--- src/rtl/audio_pkg.sv ---
// Shared constants, FSM state type and sample-format helpers for the badge audio mixer.
// Offset-binary <-> two's-complement conversion is a plain MSB inversion.
package audio_pkg;

    localparam int BITDEPTH   = 14;
    localparam int MIDSCALE   = 1 << (BITDEPTH - 1);
    localparam int UNITY_GAIN = 64;
    localparam int GAIN_SHIFT = 6;

    typedef enum logic [1:0] {
        IDLE,
        ACCUM,
        SCALE,
        CLIP
    } mix_state_t;

    function automatic logic signed [BITDEPTH-1:0] to_signed(
        input logic [BITDEPTH-1:0] x
    );
        return {~x[BITDEPTH-1], x[BITDEPTH-2:0]};
    endfunction

    function automatic logic [BITDEPTH-1:0] to_offset(
        input logic signed [BITDEPTH-1:0] x
    );
        return {~x[BITDEPTH-1], x[BITDEPTH-2:0]};
    endfunction

endpackage

--- src/rtl/pdm_dac.sv ---
// First-order delta-sigma modulator turning an offset-binary sample into a 1-bit stream.
// Pulse density equals din / 2^BITDEPTH; the carry of the phase accumulator is the output.
module pdm_dac #(
    parameter int BITDEPTH = 14
) (
    input  logic                clk,
    input  logic                rst,
    input  logic [BITDEPTH-1:0] din,
    output logic                pdm_out
);

    logic [BITDEPTH:0] acc_pdm;

    // Phase accumulation every clock; the carry bit is emitted one cycle later
    always_ff @(posedge clk or posedge rst) begin
        if (rst) begin
            acc_pdm <= '0;
            pdm_out <= 1'b0;
        end else begin
            acc_pdm <= {1'b0, acc_pdm[BITDEPTH-1:0]} + {1'b0, din};
            pdm_out <= acc_pdm[BITDEPTH];
        end
    end

endmodule

--- src/rtl/audio_mixer.sv ---
// Multi-voice mixer: snapshot voices on strobe, sum enabled ones, apply gain, saturate.
// Define AUDIO_MIXER_PDM_EN to add the pdm_out delta-sigma output.
module audio_mixer
    import audio_pkg::*;
#(
    parameter int VOICES   = 4,
    parameter int BITDEPTH = audio_pkg::BITDEPTH,
    parameter int GAINBITS = 8
) (
    input  logic                       clk,
    input  logic                       rst,
    input  logic                       sample_strobe,
    input  logic [VOICES*BITDEPTH-1:0] voice_in,
    input  logic [VOICES-1:0]          voice_enable,
    input  logic [GAINBITS-1:0]        master_volume,
    output logic [BITDEPTH-1:0]        out,
    output logic                       out_valid,
    output logic                       clip,
    output logic                       overrun
`ifdef AUDIO_MIXER_PDM_EN
    ,
    output logic                       pdm_out
`endif
);

    localparam int IDXW  = $clog2(VOICES);
    localparam int ACCW  = BITDEPTH + IDXW;
    localparam int PRODW = ACCW + GAINBITS + 1;

    localparam logic [BITDEPTH-1:0] MID =
        {1'b1, {(BITDEPTH-1){1'b0}}};
    localparam logic signed [PRODW-1:0] SAT_MAX =
        PRODW'((1 << (BITDEPTH-1)) - 1);
    localparam logic signed [PRODW-1:0] SAT_MIN =
        -SAT_MAX - PRODW'(1);

    mix_state_t state, state_nxt;

    logic [VOICES*BITDEPTH-1:0] snap_voice;
    logic [VOICES-1:0]          snap_en;
    logic [GAINBITS-1:0]        snap_vol;
    logic [IDXW-1:0]            idx;
    logic signed [ACCW-1:0]     acc;
    logic signed [PRODW-1:0]    scaled;

    logic [BITDEPTH-1:0]        cur;
    logic signed [BITDEPTH-1:0] cur_s;
    logic signed [ACCW-1:0]     term;
    logic signed [PRODW-1:0]    prod;
    logic signed [BITDEPTH-1:0] sat;
    logic                       sat_hit;

    // State register
    always_ff @(posedge clk or posedge rst) begin
        if (rst) state <= IDLE;
        else     state <= state_nxt;
    end

    // Next-state: one ACCUM cycle per voice, then SCALE and CLIP
    always_comb begin
        state_nxt = state;
        unique case (state)
            IDLE:  if (sample_strobe) state_nxt = ACCUM;
            ACCUM: if (idx == IDXW'(VOICES-1)) state_nxt = SCALE;
            SCALE: state_nxt = CLIP;
            CLIP:  state_nxt = IDLE;
            default: state_nxt = IDLE;
        endcase
    end

    // Per-voice term, gain product and saturation
    always_comb begin
        cur     = snap_voice[idx*BITDEPTH +: BITDEPTH];
        cur_s   = {~cur[BITDEPTH-1], cur[BITDEPTH-2:0]};
        term    = snap_en[idx] ? ACCW'(cur_s) : '0;
        prod    = PRODW'(acc) * $signed({{(PRODW-GAINBITS){1'b0}}, snap_vol});
        sat     = scaled[BITDEPTH-1:0];
        sat_hit = 1'b0;
        if (scaled > SAT_MAX) begin
            sat     = SAT_MAX[BITDEPTH-1:0];
            sat_hit = 1'b1;
        end else if (scaled < SAT_MIN) begin
            sat     = SAT_MIN[BITDEPTH-1:0];
            sat_hit = 1'b1;
        end
    end

    // Datapath: snapshot, accumulate, scale, register the saturated result
    always_ff @(posedge clk or posedge rst) begin
        if (rst) begin
            snap_voice <= '0;
            snap_en    <= '0;
            snap_vol   <= '0;
            idx        <= '0;
            acc        <= '0;
            scaled     <= '0;
            out        <= MID;
            out_valid  <= 1'b0;
            clip       <= 1'b0;
            overrun    <= 1'b0;
        end else begin
            out_valid <= 1'b0;
            overrun   <= sample_strobe && (state != IDLE);
            unique case (state)
                IDLE: begin
                    if (sample_strobe) begin
                        snap_voice <= voice_in;
                        snap_en    <= voice_enable;
                        snap_vol   <= master_volume;
                        acc        <= '0;
                        idx        <= '0;
                    end
                end
                ACCUM: begin
                    acc <= acc + term;
                    idx <= idx + IDXW'(1);
                end
                SCALE: begin
                    scaled <= prod >>> GAIN_SHIFT;
                end
                CLIP: begin
                    out       <= {~sat[BITDEPTH-1], sat[BITDEPTH-2:0]};
                    clip      <= sat_hit;
                    out_valid <= 1'b1;
                end
                default: ;
            endcase
        end
    end

`ifdef AUDIO_MIXER_PDM_EN
    pdm_dac #(
        .BITDEPTH (BITDEPTH)
    ) u_pdm (
        .clk     (clk),
        .rst     (rst),
        .din     (out),
        .pdm_out (pdm_out)
    );
`endif

endmodule

--- config.mk ---
export PLATFORM = sky130hd
export DESIGN_NAME = audio_mixer
export DESIGN_NICKNAME = d
export VERILOG_FILES = /design/src/rtl/audio_pkg.sv /design/src/rtl/pdm_dac.sv /design/src/rtl/audio_mixer.sv
export SDC_FILE = /design/constraint.sdc
export NUM_CORES = 1
export LEC_CHECK = 0
export BUFFER_PORTS_ARGS = -buffer_cell sky130_fd_sc_hd__buf_4
export CORE_ASPECT_RATIO = 1.5
export CORE_MARGIN = 4
export CORE_UTILIZATION = 28
export CTS_CLUSTER_SIZE = 25
export DETAILED_ROUTE_END_ITERATION = 10
export GPL_TIMING_DRIVEN = 0
export PLACE_DENSITY = 0.51
export SLEW_MARGIN = 20
export SYNTH_ARGS = -nofsm -noshare
export SYNTH_HDL_FRONTEND = slang
export SYNTH_SLANG_ARGS = --single-unit
--- constraint.sdc ---
create_clock -name clk -period 5.7 [get_ports clk]
set_clock_uncertainty 0.05 [all_clocks]
set_input_delay 1.71 -clock clk [delete_from_list [all_inputs] [get_ports clk]]
set_output_delay 1.71 -clock clk [all_outputs]
set_load 0.05 [all_outputs]
==> results.toml, run 1 <==
[sta]
final.period_utilization_pct = 96.1
report.final.setup_viol = 0
grt_setup_unrepaired = "false"
slew_viol_final = 0
hold_viol_final = 0
worst_pin_slew_ns = 0.809
fmaxAchievable_mhz = 183
relSlewSlack_pct = 46.1
final_period_demand_of_the_worst_path_ns = 5.48

[logic_synthesis]
synthTopCellsByCount = "sky130_fd_sc_hd__inv_1 (169), sky130_fd_sc_hd__dfrtp_1 (123), sky130_fd_sc_hd__fa_1 (102)"
synth-compound-area-share_pct = 8.52
post-synth-top-area-cell = "sky130_fd_sc_hd__dfrtp_1"
synthMuxAreaShare_pct = 12.3
synth.top_cell.area_share_pct = 29.7
synth_xor_area_share_pct = 2.62
synth_seq_area_share_pct = 30.0
syn_nets = 1241
post_synth_inst_count = 1002
postSynth.topFlopCell = "sky130_fd_sc_hd__dfrtp_1"
synth_cell_types = 53
synth.cell_area_um2 = 10400
ys_ff_latch = 124
synth_fa_ha_area_share_pct = 27.7
post_synth_arst_share_pct = 100
largest_family_of_logic_cells_by_synthesized_area = "adder cells"
post_synth_main_area_contributors = "sky130_fd_sc_hd__dfrtp_1 (30%), sky130_fd_sc_hd__fa_1 (20%), sky130_fd_sc_hd__mux2_2 (8.5%)"
yosysWarningCount = 0
postSynthAreaPerCell_um2 = 10.3
synth_simple_gate_area_share_pct = 11.0
synth_edf_count = 0
yosysMostFrequentCell = "sky130_fd_sc_hd__inv_1"

[floorplan]
dieHeight_um = 244
fp.dieArea_um2 = 40200
initial_utilization_pct = 28.2
fp-row-count = 86
floorplan.die.width_um = 165
core-area_um2 = 36700
top_level_ports = 88

[global_routing]
grt_start_max_net_pins = 69
grt_antenna_before_repair = 0
wire_length_of_the_first_global_routing_pass_um = 40600
first_global_vias = 7955
grt_util_all_layers_pct = 12.8
grt.overflow.total = 0

[critical_path]
critical_path.startpoint_type = "flip-flop"
critPathArrivalTime_ns = 5.75
worst_r2r_startpoint = "snap_vol[5]"
reg2regPathDepth = 15
crit_type = "flip-flop to flip-flop"
r2r_end = "scaled[15]"
critical_path_required_ns = 5.97
reg2reg_slack_ns = 0.22
critPathMaxFanout = 10
endpoint_kind = "flip-flop"

[final_layout]
design_area_um2 = 12200
drive_gt1_share_pct = 19.2
area_growth_pct = 18.0
num_antenna_cells = 0
layout.nets = 1348
final_cell_count_no_fill = 1606

[clock_tree]
tritoncts_num_sinks = 124
cts_tree = "built"
cts_max_path_buffers = 2
clock_insertion_delay_at_the_later_pin_of_the_skew_report_ns = 0.43
clock_transition_time_at_the_flip_flop_clock_pins_of_the_worst_setup_and_hold_paths_ns = 0.06
cts_made_buffers = 17
post_cts.resized_instances = 0
cts_hold_buffers = 0
cts_setup_buffers = 0
htreeDepth = 4
clockRootBuffer = "sky130_fd_sc_hd__clkbuf_16"

[min_path]
hold-path-cell-count = 2
hp-start = "out[13]"
timing.hold.worst.class = "flip-flop to flip-flop"
whs_endpoint = "out[13]"

[place]
post-place-cells = 1574
placed_area_um2 = 11700
place.gp.congestion = 0.819
dp_hpwl_um = 19800
io_buffers = 87

[drt]
antenna_violating_nets_post_route = 0
drt_first_iter_violations = 222
drt-total-wl_um = 24300
detailroute.via_count = 7163
viasPerCell = 4.46
drcViolationCount = 0
detailedRoute.firstPassIterationCount = 4
wl_per_cell_um = 15.2

[run_status]
outcome = "complete, no violations"

[run]
timing.max_cap.violations = 0
-- stage by stage --
stage                     util (%)  TNS (ns)  hold slack, ns  setup slack [ns]
after global placement        31.7   -127.45           0.418             -1.05
after floorplan                  -         0           0.382             0.642
after detailed placement      31.8         0           0.417            0.0727
after global routing          33.3         0           0.441           0.00512
after CTS                     33.3         0           0.431            0.0665
final                         33.3         0           0.424             0.224
-- layout make-up --
cell class,instances,area (um2)
Fill cell,3735,24500
Buffer,46,190
Inverter,169,642
Tap cell,484,606
Clock inverter,13,134
Multi-Input combinational cell,663,6440
Timing Repair Buffer,88,681
Clock buffer,19,433
Sequential cell,124,3100
-- cell families after synthesis --
kind of cell / after synthesis
flip-flops: 124
adder cells (fa/ha/maj): 168
XOR/XNOR: 31
multiplexers: 97
buffers and inverters: 215
AO/OA/AOI/OAI: 139
AND/OR/NAND/NOR: 228
-- layer usage --
layer	global-route usage, %	wire [um]
met1	14.2	9690
met2	24.2	13300
met3	2.62	912
met4	3.84	432
met5	0	0
-- worst max-delay path, cell delays in order (launching register included) --
cell and delay (ns):
sky130_fd_sc_hd__dfrtp_1 0.53, sky130_fd_sc_hd__clkbuf_1 0.47, sky130_fd_sc_hd__nand2_1 0.16, sky130_fd_sc_hd__fa_1 0.57
sky130_fd_sc_hd__fa_1 0.44, sky130_fd_sc_hd__fa_1 0.52, sky130_fd_sc_hd__fa_1 0.55, sky130_fd_sc_hd__inv_1 0.04
sky130_fd_sc_hd__ha_1 0.34, sky130_fd_sc_hd__a21o_1 0.19, sky130_fd_sc_hd__a21o_1 0.21, sky130_fd_sc_hd__nor3_1 0.29
sky130_fd_sc_hd__a211oi_1 0.18, sky130_fd_sc_hd__or3_1 0.42, sky130_fd_sc_hd__xor2_1 0.16, sky130_fd_sc_hd__mux2_2 0.26
-- flip-flops by register name, summed over array words and instances (netlist names) --
register and count:
out_valid 1, out 14, idx 2, clip 1, overrun 1, snap_vol 8
scaled 19, snap_voice 56, acc 16, state 2, snap_en 4
-- worst max-delay path by stage --
stage                           start          to  slack, ns  depth (start not counted)
final                     snap_vol[5]  scaled[15]       0.22                         15
after global routing          acc[15]  scaled[18]      0.005                         19
after CTS                 snap_vol[1]  scaled[15]       0.07                         16
after detailed placement  snap_vol[1]  scaled[15]       0.07                         16
after global placement            rst  scaled[17]      -1.05                          2
after floorplan                   rst      acc[0]       0.64                          1
-- cell usage in the layout (no fill, tap or decap), types with 34 or more instances in the layout --
cell,n
sky130_fd_sc_hd__and2_1,79
sky130_fd_sc_hd__buf_4,87
sky130_fd_sc_hd__clkbuf_1,34
sky130_fd_sc_hd__dfrtp_1,123
sky130_fd_sc_hd__fa_1,102
sky130_fd_sc_hd__ha_1,66
sky130_fd_sc_hd__inv_1,168
sky130_fd_sc_hd__mux2_2,78
sky130_fd_sc_hd__nand2_1,90
sky130_fd_sc_hd__o21ai_0,41
Power of run 1 is left out: the tool's default activity adds up to more than one toggle a clock period on the data nets, which glitch-free logic cannot reach.
==> run 2: changes to the inputs <==
Settings changed: MAX_ROUTING_LAYER from default to met4.
==> results.toml, run 2 (synthesis gave the netlist of run 1 again) <==
[clock_tree]
cts_tree = "built"
cts_made_buffers = 17
cts_setup_buffers = 0
cts_max_path_buffers = 2
htreeDepth = 4
clockRootBuffer = "sky130_fd_sc_hd__clkbuf_16"
clock_insertion_delay_at_the_later_pin_of_the_skew_report_ns = 0.43
clock_transition_time_at_the_flip_flop_clock_pins_of_the_worst_setup_and_hold_paths_ns = 0.07
tritoncts_num_sinks = 124

[sta]
slew_viol_final = 0
relSlewSlack_pct = 45.9
grt_setup_unrepaired = "false"
hold_viol_final = 0
final.period_utilization_pct = 96.2
final_period_demand_of_the_worst_path_ns = 5.48
fin_hold_ws_ns = 0.424
report.final.setup_viol = 0
fmaxAchievable_mhz = 182
worst_pin_slew_ns = 0.811

[global_routing]
grt.overflow.total = 0
grt_antenna_before_repair = 0
grt_start_max_net_pins = 69
wire_length_of_the_first_global_routing_pass_um = 40600
first_global_vias = 7963
grt_util_all_layers_pct = 13.2

[drt]
drt_first_iter_violations = 224
drt-total-wl_um = 24300
detailedRoute.firstPassIterationCount = 4
wl_per_cell_um = 15.2
viasPerCell = 4.46
detailroute.via_count = 7158
antenna_violating_nets_post_route = 0
drcViolationCount = 0

[final_layout]
layout.nets = 1348
largest_register = "snap_voice"
drive_gt1_share_pct = 19.2
largest_register_ffs = 56
area_growth_pct = 18.0
fillerInstances = 3735
final_cell_count_no_fill = 1606
layout.cells.most_common_list = "sky130_fd_sc_hd__inv_1 (168), sky130_fd_sc_hd__dfrtp_1 (123), sky130_fd_sc_hd__fa_1 (102), sky130_fd_sc_hd__nand2_1 (90), sky130_fd_sc_hd__buf_4 (87)"
utilization_pct = 33.3
num_antenna_cells = 0
final_common_cell = "sky130_fd_sc_hd__inv_1"
reg_top3 = "snap_voice: 56 flops, scaled: 19 flops, acc: 16 flops"

[floorplan]
floorplan.die.width_um = 165
initial_utilization_pct = 28.2
fp.dieArea_um2 = 40200
fp-row-count = 86
top_level_ports = 88
core-area_um2 = 36700
dieHeight_um = 244

[critical_path]
critical_path.top_delay_family = "adder cells"
reg2regPathDepth = 15
worst_path_most_repeated_cell = "sky130_fd_sc_hd__fa_1"
cpPeakStageDelay_ns = 0.57
critPathArrivalTime_ns = 5.75
critPathMaxFanout = 10
critical_path_required_ns = 5.97
timing.critical_path.cells = "clkbuf_1 -> nand2_1 -> fa_1 -> fa_1 -> fa_1 -> fa_1 -> inv_1 -> ha_1 -> a21o_1 -> a21o_1 -> nor3_1 -> a211oi_1 -> or3_1 -> xor2_1 -> mux2_2"
crit_type = "flip-flop to flip-flop"
endpoint_kind = "flip-flop"
timing.critical_path.depth = 15
slowest_stage = "sky130_fd_sc_hd__fa_1"
worst-path-buf-inv = 2
critical_path.startpoint_type = "flip-flop"

[run_status]
outcome = "complete, no violations"

[place]
io_buffers = 87
dp_hpwl_um = 19800
place.gp.congestion = 0.831
post-place-cells = 1574

[min_path]
hold-path-cell-count = 2
timing.hold.worst.class = "flip-flop to flip-flop"

[run]
timing.max_cap.violations = 0
[run 2: what timing repair did]
action                                  4_1_cts  5_1_grt
hold buffers                                  0        0
endpoints found under the setup margin        0        4
resized for setup                             0        4
[run 2: metrics by stage]
step	area (um2)	worst slack (ns)	TNS, ns
3_3_place_gp	11600	-1.05	-127.45
6_report	12200	0.217	0
3_5_place_dp	11700	0.0727	0
4_1_cts	12200	0.0665	0
2_1_floorplan	10400	0.642	0
5_1_grt	12200	0.00515	0
[run 2: worst reg2reg max path: cells and delay by family (launching register included)]
kind	cells	cell delay (ns)
AO/OA/AOI/OAI	3	0.58
XOR/XNOR	1	0.16
adder cells (fa/ha/maj)	5	2.42
buffers and inverters	2	0.52
flip-flops	1	0.53
multiplexers	1	0.26
AND/OR/NAND/NOR	3	0.87
[run 2: metal layers]
metal / part of all wire (%) / up-vias / global-route usage (%)
met5: 0 / - / -
met4: 1.8 / 0 / 3.84
met3: 3.4 / 25 / 2.50
met2: 55 / 108 / 24.3
met1: 40 / 3544 / 14.3
li1: - / 3481 / -
[run 2: final cells by class]
class	count	area, um2	share of cell area [%]
multi-input combinational	663	6440	52.7
sequential	124	3100	25.4
timing repair buffer	88	681	5.57
inverter	169	642	5.25
tap	484	606	4.95
clock buffer	19	433	3.54
buffer	46	190	1.55
clock inverter	13	134	1.09
[run 2: path summary, 6_finish.rpt]
check	from	to	slack (ns)
setup / recovery	snap_vol[5]	scaled[15]	0.22
hold reg to reg	out[13]	out[13]	0.42
setup reg to reg	snap_vol[5]	scaled[15]	0.22
min in group asynchronous	rst	snap_voice[2]	1.26
hold / removal	out[13]	out[13]	0.42
max in group asynchronous	rst	snap_voice[40]	3.67
Power of run 2 is left out for the same reason.
